### src/rtl/fall_alarm_controller_pkg.sv
// Shared definitions for the fall alarm controller: FSM state encodings and
// default parameter values.
package fall_alarm_controller_pkg;

  typedef enum logic [1:0] {
    FA_IDLE     = 2'd0,
    FA_CONFIRM  = 2'd1,
    FA_ALARM    = 2'd2,
    FA_ESCALATE = 2'd3
  } fa_state_e;

  localparam int FA_DEF_CONFIRM_CNT = 4;
  localparam int FA_DEF_TIMEOUT     = 16;
  localparam int FA_DEF_CNT_W       = 8;

endpackage

### src/rtl/fall_alarm_controller_sat_counter.sv
// Saturating up-counter with increment enable; holds at all-ones instead of wrapping.
module sat_counter #(
  parameter int W = 8
) (
  input  logic         clk,
  input  logic         rst,
  input  logic         inc_i,
  output logic [W-1:0] count_o
);

  logic [W-1:0] count_q;
  logic [W-1:0] count_d;

  always_comb begin
    count_d = count_q;
    if (inc_i && (count_q != {W{1'b1}})) begin
      count_d = count_q + W'(1);
    end
  end

  always_ff @(posedge clk or posedge rst) begin
    if (rst) begin
      count_q <= '0;
    end else begin
      count_q <= count_d;
    end
  end

  assign count_o = count_q;

endmodule

### src/rtl/fall_alarm_controller.sv
// Qualifies fallDetected over consecutive valid samples, raises a latched alarm,
// escalates if unacknowledged, and keeps a saturating count of confirmed falls.
module fall_alarm_controller #(
  parameter int CONFIRM_CNT = fall_alarm_controller_pkg::FA_DEF_CONFIRM_CNT,
  parameter int TIMEOUT     = fall_alarm_controller_pkg::FA_DEF_TIMEOUT,
  parameter int CNT_W       = fall_alarm_controller_pkg::FA_DEF_CNT_W
) (
  input  logic             clk,
  input  logic             rst,
  input  logic             sampleValid,
  input  logic             fallDetected,
  input  logic             alarmAck,
  output logic             alarmActive,
  output logic             escalate,
  output logic [CNT_W-1:0] fallCount,
  output logic [1:0]       ctrlState
);

  import fall_alarm_controller_pkg::*;

  localparam int CW = $clog2(CONFIRM_CNT + 1);
  localparam int TW = $clog2(TIMEOUT + 1);
  localparam logic [CW-1:0] CONF_LAST = CW'(CONFIRM_CNT - 1);
  localparam logic [TW-1:0] TMO_LAST  = TW'(TIMEOUT - 1);

  fa_state_e     state_q, state_d;
  logic [CW-1:0] conf_cnt_q, conf_cnt_d;
  logic [TW-1:0] timer_q, timer_d;
  logic          count_inc;

  always_ff @(posedge clk or posedge rst) begin
    if (rst) begin
      state_q    <= FA_IDLE;
      conf_cnt_q <= '0;
      timer_q    <= '0;
    end else begin
      state_q    <= state_d;
      conf_cnt_q <= conf_cnt_d;
      timer_q    <= timer_d;
    end
  end

  always_comb begin
    state_d    = state_q;
    conf_cnt_d = conf_cnt_q;
    timer_d    = timer_q;
    count_inc  = 1'b0;
    case (state_q)
      FA_IDLE: begin
        if (sampleValid && fallDetected) begin
          if (CONFIRM_CNT == 1) begin
            state_d    = FA_ALARM;
            conf_cnt_d = '0;
            timer_d    = '0;
            count_inc  = 1'b1;
          end else begin
            state_d    = FA_CONFIRM;
            conf_cnt_d = CW'(1);
          end
        end
      end
      FA_CONFIRM: begin
        // Invalid samples are gaps: they neither extend nor break the run.
        if (sampleValid) begin
          if (!fallDetected) begin
            state_d    = FA_IDLE;
            conf_cnt_d = '0;
          end else if (conf_cnt_q == CONF_LAST) begin
            state_d    = FA_ALARM;
            conf_cnt_d = '0;
            timer_d    = '0;
            count_inc  = 1'b1;
          end else begin
            conf_cnt_d = conf_cnt_q + CW'(1);
          end
        end
      end
      FA_ALARM: begin
        // An acknowledge on the timeout cycle takes priority over escalation.
        if (alarmAck) begin
          state_d = FA_IDLE;
        end else begin
          timer_d = timer_q + TW'(1);
          if (timer_q == TMO_LAST) begin
            state_d = FA_ESCALATE;
          end
        end
      end
      FA_ESCALATE: begin
        if (alarmAck) begin
          state_d = FA_IDLE;
        end
      end
      default: state_d = FA_IDLE;
    endcase
  end

  sat_counter #(
    .W(CNT_W)
  ) u_fall_count (
    .clk    (clk),
    .rst    (rst),
    .inc_i  (count_inc),
    .count_o(fallCount)
  );

  assign alarmActive = (state_q == FA_ALARM) || (state_q == FA_ESCALATE);
  assign escalate    = (state_q == FA_ESCALATE);
  assign ctrlState   = state_q;

endmodule
### config.mk
export PLATFORM = sky130hd
export DESIGN_NAME = fall_alarm_controller
export DESIGN_NICKNAME = d
export VERILOG_FILES = /design/src/rtl/fall_alarm_controller_pkg.sv /design/src/rtl/fall_alarm_controller_sat_counter.sv /design/src/rtl/fall_alarm_controller.sv
export SDC_FILE = /design/constraint.sdc
export NUM_CORES = 1
export LEC_CHECK = 0
export BUFFER_PORTS_ARGS = -buffer_cell sky130_fd_sc_hd__buf_2
export CORE_MARGIN = 2
export CORE_UTILIZATION = 57
export DETAILED_ROUTE_END_ITERATION = 10
export HOLD_SLACK_MARGIN = 0.15
export PLACE_DENSITY_LB_ADDON = 0.05
export SYNTH_ARGS = -nofsm -noshare
export SYNTH_HDL_FRONTEND = slang
export SYNTH_SLANG_ARGS = --single-unit
export TNS_END_PERCENT = 30
### constraint.sdc
create_clock -name clk -period 2.6 [get_ports clk]
set_input_delay 0.39 -clock clk [delete_from_list [all_inputs] [get_ports clk]]
set_output_delay 0.39 -clock clk [all_outputs]
set_load 0.1 [all_outputs]
==> reports/metrics.yaml, run 1 <==
cts.path.max_buffers: 2
cts_tree: "done"
ys_types: 38
crit_fanout: 14
power_uw: 803
numCtsBuffers: 3
fillers: 118
setup_violations: 0
hpwl_um: 1330
yosysWarnings: 0
cts-root-buf: "clkbuf_4"
place_inst: 124
report.final.slew_viol_count: 0
antenna_cells: 0
post_cts_buffers: 0
antenna_left: 0
antenna_found_initial: 0
tns_ns: 0
fp.dieH_um: 45.3
ioPinCount: 17
crit_type: "flop to primary output"
cts-htree-levels: 1
placed_area_mm2: 0.00106
cp-start-kind: "flop"
worstPathArrival_ns: 1.47
leakage_uw: 0.000533
nNetsFinal: 122
gp_congestion: 0.805
stdcell_area_mm2: 0.00108
status: "finished, final reports clean"
drt_wl_total_um: 1900
synth_nets: 104
drcViolationCount: 0
clock_latency_ns: 0.29
fp-row-count: 14
syn_area_per_cell_um2: 10.2
drt-pass1-iter-count: 5
clock.fmax_mhz: 538
worst_pin_slew_ns: 0.678
clk_pin_slew_ns: 0.10
synth-seq-cells: 18
ctsHoldBuffers: 0
fin_skew_ns: 0.00328
clock_sinks: 18
fin_crit_sh: 0.715
stdcell_count: 127
hp-class: "input pin to asynchronous set/reset pin"
wl_per_cell_um: 15.0
cap_violations: 0
core_mm2: 0.00156
drtIter0Drc: 23
synth.cell_area_um2: 973
routed_via_density: 5.96
track_usage: 0.213
grt.overflow.total: 0
initial_core_util: 0.624
worst-r2r-cell-count: 4
ctsResizeCount: 0
io_buffers: 16
dieArea_mm2: 0.00205
final_core_utilization: 0.694
area_delta_synth_final_pct: 11.2
via_count: 757
syn_inst: 95
period_minus_slack_ns: 1.86
synth_top_cell_by_area: "dfrtp_1"
critPathRequiredTime_ns: 2.21
end_kind: "primary output"
max-slew-margin-rel: 0.548
finalHoldViolCount: 0
grt_max_degree: 19
fp.dieW_um: 45.3
yosysTopAreaCellShare: 0.463
yosysSeqAreaShare: 0.463
rsz0062_at_grt: "false"
grt_pass1_wl_um: 3040
power_density_mw_per_mm2: 742
drive_gt1_frac: 0.225
yosys-top-cells-area: "dfrtp_1, ha_1, mux2_1"
irDropWorstVdd_uv: 623
grt_pass1_vias: 701
[through the flow]
step                setup slack (ns)  hold slack [ns]
floorplan                     0.0971            0.329
global placement               0.951            0.473
CTS                            0.733            0.201
detailed placement             0.914            0.488
finish                         0.741            0.180
global route                   0.667            0.238
[cell type report]
class,instances,area (um2),share of cell area
flip-flops and latches,18,450,0.416
clock buffers,3,22.5,0.0208
multi-input cells,71,498,0.460
repair buffers,16,80.1,0.0740
well taps,16,20.0,0.0185
inverters,3,11.3,0.0104
[critical path: stages, from the launching register on]
cell and delay (ns):
dfrtp_1 0.59, and2_1 0.18, buf_2 0.41
[flip-flops by register name (all words and copies together) (netlist names)]
register,cells
conf_cnt_q,3
ctrlState,2
timer_q,5
u_fall_count.count_o,8
[synth_stat cells]
cell type	instances
o21ai_1	5
nand3_1	6
and3_1	2
nand2_2	1
a21oi_1	4
xnor2_1	2
clkbuf_1	1
nand4bb_1	1
and2b_1	1
nand2_1	6
buf_2	2
or2_1	1
or3b_4	1
ha_1	4
a32o_1	1
a31oi_1	3
nand2b_1	1
o21a_1	1
a221oi_2	1
inv_2	1
a311oi_2	1
nor2b_1	3
a41oi_1	1
and2_1	2
and4b_2	1
dfrtp_1	18
o2bb2ai_1	1
o21bai_1	1
nor3_1	2
o31a_1	1
mux2_1	4
xor2_1	2
inv_1	2
o211ai_1	1
nor2_1	7
a22o_1	1
a21o_1	1
nand4_1	1
[layer usage]
layer / GRT usage / up-vias / wire length (um)
li1: - / 379 / -
met1: 0.279 / 353 / 875
met2: 0.349 / 23 / 936
met3: 0.0360 / 2 / 75
met4: 0.0824 / 0 / 13
met5: 0 / - / 0
[report_power, final]
group | internal, uW | switching [uW] | leakage [uW]
combinational | 76.2 | 210 | 0.000279
clock | 53.9 | 82.8 | 0.0000138
sequential | 327 | 54.0 | 0.000241
total | 457 | 347 | 0.000533
[cell usage in the layout, fill, tap and decap left out, types with 2 or more instances in the layout]
cell type  netlist  final
and3_1           2      2
mux2_1           4      4
ha_1             4      4
nand2_1          6      6
o21ai_1          5      5
buf_2            2     16
nor3_1           2      2
xnor2_1          2      2
inv_1            2      2
nand3_1          6      6
and2_1           2      2
nor2b_1          3      3
nor2_1           7      7
clkbuf_4         0      3
a31oi_1          3      3
dfrtp_1         18     18
xor2_1           2      2
a21oi_1          4      4
[logic make-up (layout without fill, tap and decap cells)]
kind of cell / after synthesis / count (layout) / synth area share
simple gates: 36 / 36 / 0.204
compound gates: 23 / 23 / 0.174
flops: 18 / 18 / 0.463
buf+inv: 6 / 22 / 0.0257
fa+ha+maj: 4 / 4 / 0.0514
xor+xnor: 4 / 4 / 0.0360
mux: 4 / 4 / 0.0463
[final timing paths]
| kind | start | slack [ns] | endpoint |
|---|---|---|---|
| min in group clk | alarmAck | 0.30 | ctrlState[1] |
| worst min-delay path | rst | 0.18 | u_fall_count.count_o[1] |
| worst max register to register | ctrlState[1] | 0.85 | u_fall_count.count_o[7] |
| worst max-delay path | ctrlState[1] | 0.74 | escalate |
| worst min register to register | timer_q[2] | 0.51 | timer_q[2] |
| max in group asynchronous | rst | 1.99 | conf_cnt_q[2] |
(Power assumes the default switching activity.)
==> inputs of run 2 (changes only) <==
--- a/config.mk
+++ b/config.mk
@@ -7,7 +7,7 @@
 export LEC_CHECK = 0
 export BUFFER_PORTS_ARGS = -buffer_cell sky130_fd_sc_hd__buf_2
 export CORE_MARGIN = 2
-export CORE_UTILIZATION = 57
+export CORE_UTILIZATION = 48
 export DETAILED_ROUTE_END_ITERATION = 10
 export HOLD_SLACK_MARGIN = 0.15
 export PLACE_DENSITY_LB_ADDON = 0.05
==> constraint.sdc (replaced) <==
create_clock -name clk -period 1.57 [get_ports clk]
set_input_delay 0.2355 -clock clk [delete_from_list [all_inputs] [get_ports clk]]
set_output_delay 0.2355 -clock clk [all_outputs]
set_load 0.1 [all_outputs]
==> run 2 against run 1 <==
  * Die area is 17% higher
  * Global-route usage shrank 1.3 points
  * Non-clock buffer count rose by 10
  * Clock skew decreased by 0.0013 ns
  * First-iteration DRC count fell by 43%
  * Setup slack got worse by 0.71 ns
  * Register-to-register slack worse by 0.82 ns
  * Critical path depth is 2 higher
  * Clock power up 120%
  * Power is 92% higher
  * Sequential power rose by 69%
  * Critical path type is now flop to flop
==> reports/metrics.yaml, run 2 (same netlist as run 1, synthesis figures left out) <==
drcViolationCount: 0  # unchanged
end_kind: "flop"
drt_wl_total_um: 2100  # +11%
area_delta_synth_final_pct: 33.7
clk_pin_slew_ns: 0.11  # about the same
initial_core_util: 0.501  # -0.123
hpwl_um: 1480  # +11%
cp-start-kind: "flop"
power_density_mw_per_mm2: 1180  # +60%
cts.path.max_buffers: 2  # unchanged
drtIter0Drc: 13  # -43%
crit_fanout: 6  # -8
drt-pass1-iter-count: 4  # -1
antenna_found_initial: 0  # unchanged
io_buffers: 16  # unchanged
cap_violations: 0  # unchanged
drive_gt1_frac: 0.426  # +0.201
report.final.slew_viol_count: 0  # unchanged
final_cell_mix: "buf_2, dfrtp_1, dfrtp_4, buf_4"
worstPathArrival_ns: 1.74  # +0.27 ns
r2r_slack_ns: 0.03  # -0.82 ns
core_mm2: 0.00194  # +25%
dieArea_mm2: 0.00240  # +17%
finalHoldViolCount: 0  # unchanged
finalWorstSetupSlack_ns: 0.0279  # -0.713 ns
via_count: 803  # +6.1%
antenna_left: 0  # unchanged
fin_skew_ns: 0.00193  # -0.00135 ns
ioPinCount: 17  # unchanged
mostFrequentLayoutCell: "buf_2"
period_minus_slack_ns: 1.54
final_core_utilization: 0.670  # -0.0241
fin_crit_sh: 0.982
clock.fmax_mhz: 648
hold_ws_ns: 0.234  # +0.0538 ns
largest_reg_flops: 8  # unchanged
status: "finished, final reports clean"
grt.overflow.total: 0  # unchanged
crit_type: "flop to flop"
cts-root-buf: "clkbuf_4"
clock_latency_ns: 0.31  # +0.02 ns
routed_via_density: 5.39  # -9.6%
place_inst: 142  # +15%
rsz0062_at_grt: "true"
gp_congestion: 0.783  # -2.7%
leakage_uw: 0.000593  # +11%
irDropWorstVdd_uv: 842  # +35%
post-place-ws_ns: -0.0116  # -0.925 ns
max-slew-margin-rel: 0.677  # +0.129
fp-row-count: 16  # +2
worst_pin_slew_ns: 0.488  # -0.189 ns
fp.dieH_um: 49.0  # +8.2%
grt_max_degree: 19  # unchanged
critPathRequiredTime_ns: 1.77  # -0.44 ns
numCtsBuffers: 3  # unchanged
fp.dieW_um: 49.0  # +8.2%
cts-htree-levels: 1  # unchanged
stdcell_count: 149  # +17%
grt_pass1_vias: 790  # +13%
hp-class: "input pin to flop"
clock_sinks: 18  # unchanged
nNetsFinal: 132  # +8.2%
grt_pass1_wl_um: 3590  # +18%
antenna_cells: 0  # unchanged
track_usage: 0.199  # -0.0132
wl_per_cell_um: 14.1  # -5.7%
cts_tree: "done"
setup_violations: 0  # unchanged
run 2: cell count changes in the layout (fill, tap and decap cells not counted), moves of 2 or more:
cell	previous run	this run
dfrtp_4	0	7
nor3_2	0	2
buf_2	16	13
dfrtp_2	0	3
nor3_1	2	0
dfrtp_1	18	8
dlygate4sd3_1	0	2
buf_4	0	7
buf_12	0	2
run 2: area by class of cell:
class,count,area (um2)
sequential,18,480
timing repair buffer,26,196
multi-input combinational,71,543
tap,27,33.8
clock buffer,4,36.3
fill,162,641
inverter,3,11.3
run 2: per-stage QoR:
step | power, uW | instance area [um2] | setup TNS [ns]
after CTS | 1520 | 1280 | 0
final | 1540 | 1300 | 0
after floorplan | 1070 | 1030 | -0.407
after global placement | 1190 | 1220 | 0
after global routing | 1610 | 1300 | -0.0299
after detailed placement | 1220 | 1220 | -0.0149
run 2: final timing paths:
path,from,end,cells after the start
setup reg to reg,ctrlState[1],u_fall_count.count_o[5],4
max in group asynchronous,rst,ctrlState[0],4
hold / removal,alarmAck,ctrlState[0],3
min in group asynchronous,rst,u_fall_count.count_o[1],4
setup / recovery,ctrlState[1],u_fall_count.count_o[5],4
hold reg to reg,timer_q[2],timer_q[2],1
run 2: per-layer routing:
layer / global-route usage / share of wire
met4: 0.114 / 0.027
met1: 0.267 / 0.50
met3: 0.0399 / 0.025
met2: 0.301 / 0.45
met5: 0 / 0
run 2: report_power, final:
group	switching (uW)	internal [uW]
logic	395	202
registers	84.4	560
clock network	159	142
run 2: critical path, stage by stage, from the launching register on:
cell	delay, ns
dfrtp_4	0.50
and4b_2	0.34
nand2_4	0.10
nor3_2	0.16
mux2_1	0.33
run 2: what timing repair did:
item	CTS	global route
gates resized for setup	3	3
setup endpoints to repair	3	9
setup buffers	0	1
hold buffers	2	0
endpoints found under the hold margin	19	0
==> inputs of run 3 (changes only) <==
--- a/config.mk
+++ b/config.mk
@@ -13,5 +13,6 @@
 export PLACE_DENSITY_LB_ADDON = 0.05
 export SYNTH_ARGS = -nofsm -noshare
 export SYNTH_HDL_FRONTEND = slang
+export SYNTH_HIERARCHICAL = 1
 export SYNTH_SLANG_ARGS = --single-unit
 export TNS_END_PERCENT = 30
==> run 3 against run 2 <==
  * The run now ends with setup timing left
  * Critical path depth is 2 higher
  * Combinational power up 11%
  * Die area up 1.8%
  * Register-to-register slack lost 0.06 ns
  * Fmax fell by 4.0%
  * Setup slack got worse by 0.064 ns
  * Hold slack gained 0.021 ns
  * Via count up 4.7%
  * Clock-buffer cell count unchanged
  * Final cell count up 4.7%
  * First-iteration DRC count fell by 23%
  * Critical path type unchanged
  * Highest routed layer is now met3
==> reports/metrics.yaml, run 3 <==
crit_type: "flop to flop"
clk_pin_slew_ns: 0.11  # about the same
yosysSeqAreaShare: 0.454  # -0.00875
cts-htree-levels: 1  # unchanged
largest_reg_flops: 8  # unchanged
endpoint: "u_fall_count/count_o[7]"
grt_max_degree: 15  # -4
post-place-ws_ns: -0.111  # -0.0990 ns
synth.most_common_cell: "dfrtp_1"
synth_top_cell_by_area: "dfrtp_1"
rsz0062_at_grt: "true"
io_buffers: 16  # unchanged
status: "finished, violations left"
synth_nets: 106  # +1.9%
grt_pass1_vias: 869  # +10%
antenna_left: 0  # unchanged
track_usage: 0.195  # -0.00468
synth_common_cells: "dfrtp_1, inv_1, nand2_1, nor2_1"
clock_latency_ns: 0.29  # -0.02 ns
nNetsFinal: 139  # +5.3%
synth.cell_area_um2: 992  # +1.9%
worstPathArrival_ns: 1.79  # +0.05 ns
hp-class: "input pin to flop"
wl_per_cell_um: 13.2  # -6.2%
grt_pass1_wl_um: 3780  # +5.4%
clock_sinks: 18  # unchanged
r2r_slack_ns: -0.04  # -0.06 ns
drcViolationCount: 0  # unchanged
routed_via_density: 5.39  # about the same
drtIter0Drc: 10  # -3
mostFrequentLayoutCell: "buf_2"
antenna_cells: 0  # unchanged
wl_met1_um: 980  # -6.5%
rr_endpoint: "u_fall_count/count_o[7]"
synth-seq-cells: 18  # unchanged
violations: "setup timing"
met3_length_um: 50  # -3.8%
cp-start-kind: "flop"
hpwl_um: 1530  # +3.4%
worst_pin_slew_ns: 0.488  # -0.0000281 ns
worst-r2r-cell-count: 6  # +2
finalWorstSetupSlack_ns: -0.0362  # -0.0641 ns
cts-root-buf: "clkbuf_4"
fin_crit_sh: 1.02  # +0.0408
drt_wl_total_um: 2070  # -1.8%
route.met2.wl_um: 1040  # +9.4%
numCtsBuffers: 3  # unchanged
report.final.slew_viol_count: 0  # unchanged
synth_flop_cell: "dfrtp_1"
cts_tree: "done"
syn_area_per_cell_um2: 10.2  # -0.17%
register_area_um2: 473  # -1.6%
crit_fanout: 3  # -3
fillers: 176  # +8.6%
syn_inst: 97  # +2.1%
ys_types: 40  # +5.3%
fin_skew_ns: 0.00434  # +0.00241 ns
final_cell_mix: "buf_2, buf_4, inv_1, dfrtp_1, nand2_1"
setup_violations: 3  # +3
ys_async_sr_fraction: 1.00  # unchanged
critPathRequiredTime_ns: 1.75  # -0.02 ns
area_delta_synth_final_pct: 34.9
finalHoldViolCount: 0  # unchanged
fp.dieH_um: 49.5  # +0.88%
period_minus_slack_ns: 1.61  # +0.0641 ns
power_density_mw_per_mm2: 1220  # +2.6%
synth-edff-count: 0  # unchanged
drive_gt1_frac: 0.465  # +0.0389
highest_layer: "met3"
end_kind: "flop"
multi_input_area_um2: 539  # -0.69%
initial_core_util: 0.506  # +0.00445
fp-row-count: 16  # unchanged
grt.overflow.total: 0  # unchanged
max-slew-margin-rel: 0.677  # about the same
cap_violations: 0  # unchanged
dieArea_mm2: 0.00245  # +1.8%
yosys-top-cells-area: "dfrtp_1, ha_1, inv_1"
drt-pass1-iter-count: 4  # unchanged
power_uw: 1630  # +5.5%
cts.path.max_buffers: 2  # unchanged
irDropWorstVdd_uv: 920  # +9.3%
fp.dieW_um: 49.5  # +0.88%
yosysTopAreaCellShare: 0.454  # -0.00875
clock.fmax_mhz: 623  # -4.0%
leakage_uw: 0.000655  # +11%
yosysWarnings: 6  # +6
via_count: 841  # +4.7%
antenna_found_initial: 0  # unchanged
startpoint: "conf_cnt_q[1]"
ioPinCount: 17  # unchanged
gp_congestion: 0.755  # -3.7%
core_mm2: 0.00196  # +1.0%
worstReg2RegStart: "conf_cnt_q[1]"
## run 3: final cells by class
type | count | area share
clock buffers | 4 | 0.0271
inverters | 9 | 0.0252
multi-input cells | 67 | 0.403
flip-flops and latches | 18 | 0.353
well taps | 27 | 0.0252
repair buffers | 31 | 0.166
## run 3: what timing repair did
item                                    CTS  global route
cloned                                    0             0
resized for setup                         7             4
hold buffers                              1             0
pin swaps                                 5             0
endpoints found under the hold margin    18             0
buffers inserted                          2             0
endpoints found under the setup margin    7            10
## run 3: cell families (layout without fill, tap and decap cells)
logic type               count (synthesis)  after routing  share of synthesized area
AO/OA/AOI/OAI                           25             25                      0.179
XOR/XNOR                                 1              1                    0.00883
adder cells (fa/ha/maj)                  4              4                     0.0504
buffers and inverters                   12             44                     0.0504
flip-flops                              18             18                      0.454
multiplexers                             4              4                     0.0454
AND/OR/NAND/NOR                         33             33                      0.212
## run 3: critical path, stage by stage (launching register included)
cell and delay (ns):
dfrtp_1 0.38, ha_2 0.19, nor2b_4 0.15, and4_4 0.25
nand3_2 0.08, nor3_2 0.14, mux2_4 0.32
## run 3: where the power goes
group	switching [uW]	leakage, uW	total (uW)	internal, uW
Clock	149	0.0000210	290	141
Combinational	425	0.000411	662	236
Sequential	95.0	0.000223	675	580
Total	669	0.000655	1630	958
## run 3: metal layers
metal	GRT usage	vias up
met5	0	-
met4	0.0602	0
met3	0.0242	0
met2	0.336	12
met1	0.256	409
li1	-	420
## run 3: worst min path at each step
stage	end	startpoint	depth (start not counted)
4_1_cts	conf_cnt_q[0]	fallDetected	3
3_5_place_dp	u_fall_count/count_o[0]	rst	2
2_1_floorplan	u_fall_count/count_o[0]	rst	1
3_3_place_gp	u_fall_count/count_o[0]	rst	2
6_report	conf_cnt_q[0]	fallDetected	3
5_1_grt	ctrlState[1]	alarmAck	3
## run 3: stage by stage
step	hold slack, ns	area (um2)	cells	TNS [ns]	utilization
2_1_floorplan	0.0508	1040	97	-1.30	-
3_3_place_gp	0.214	1240	149	-0.0392	0.630
3_5_place_dp	0.211	1240	149	-0.245	0.630
4_1_cts	0.255	1320	156	-0.0283	0.674
5_1_grt	0.265	1340	156	-0.467	0.682
6_report	0.255	1340	156	-0.0625	0.682
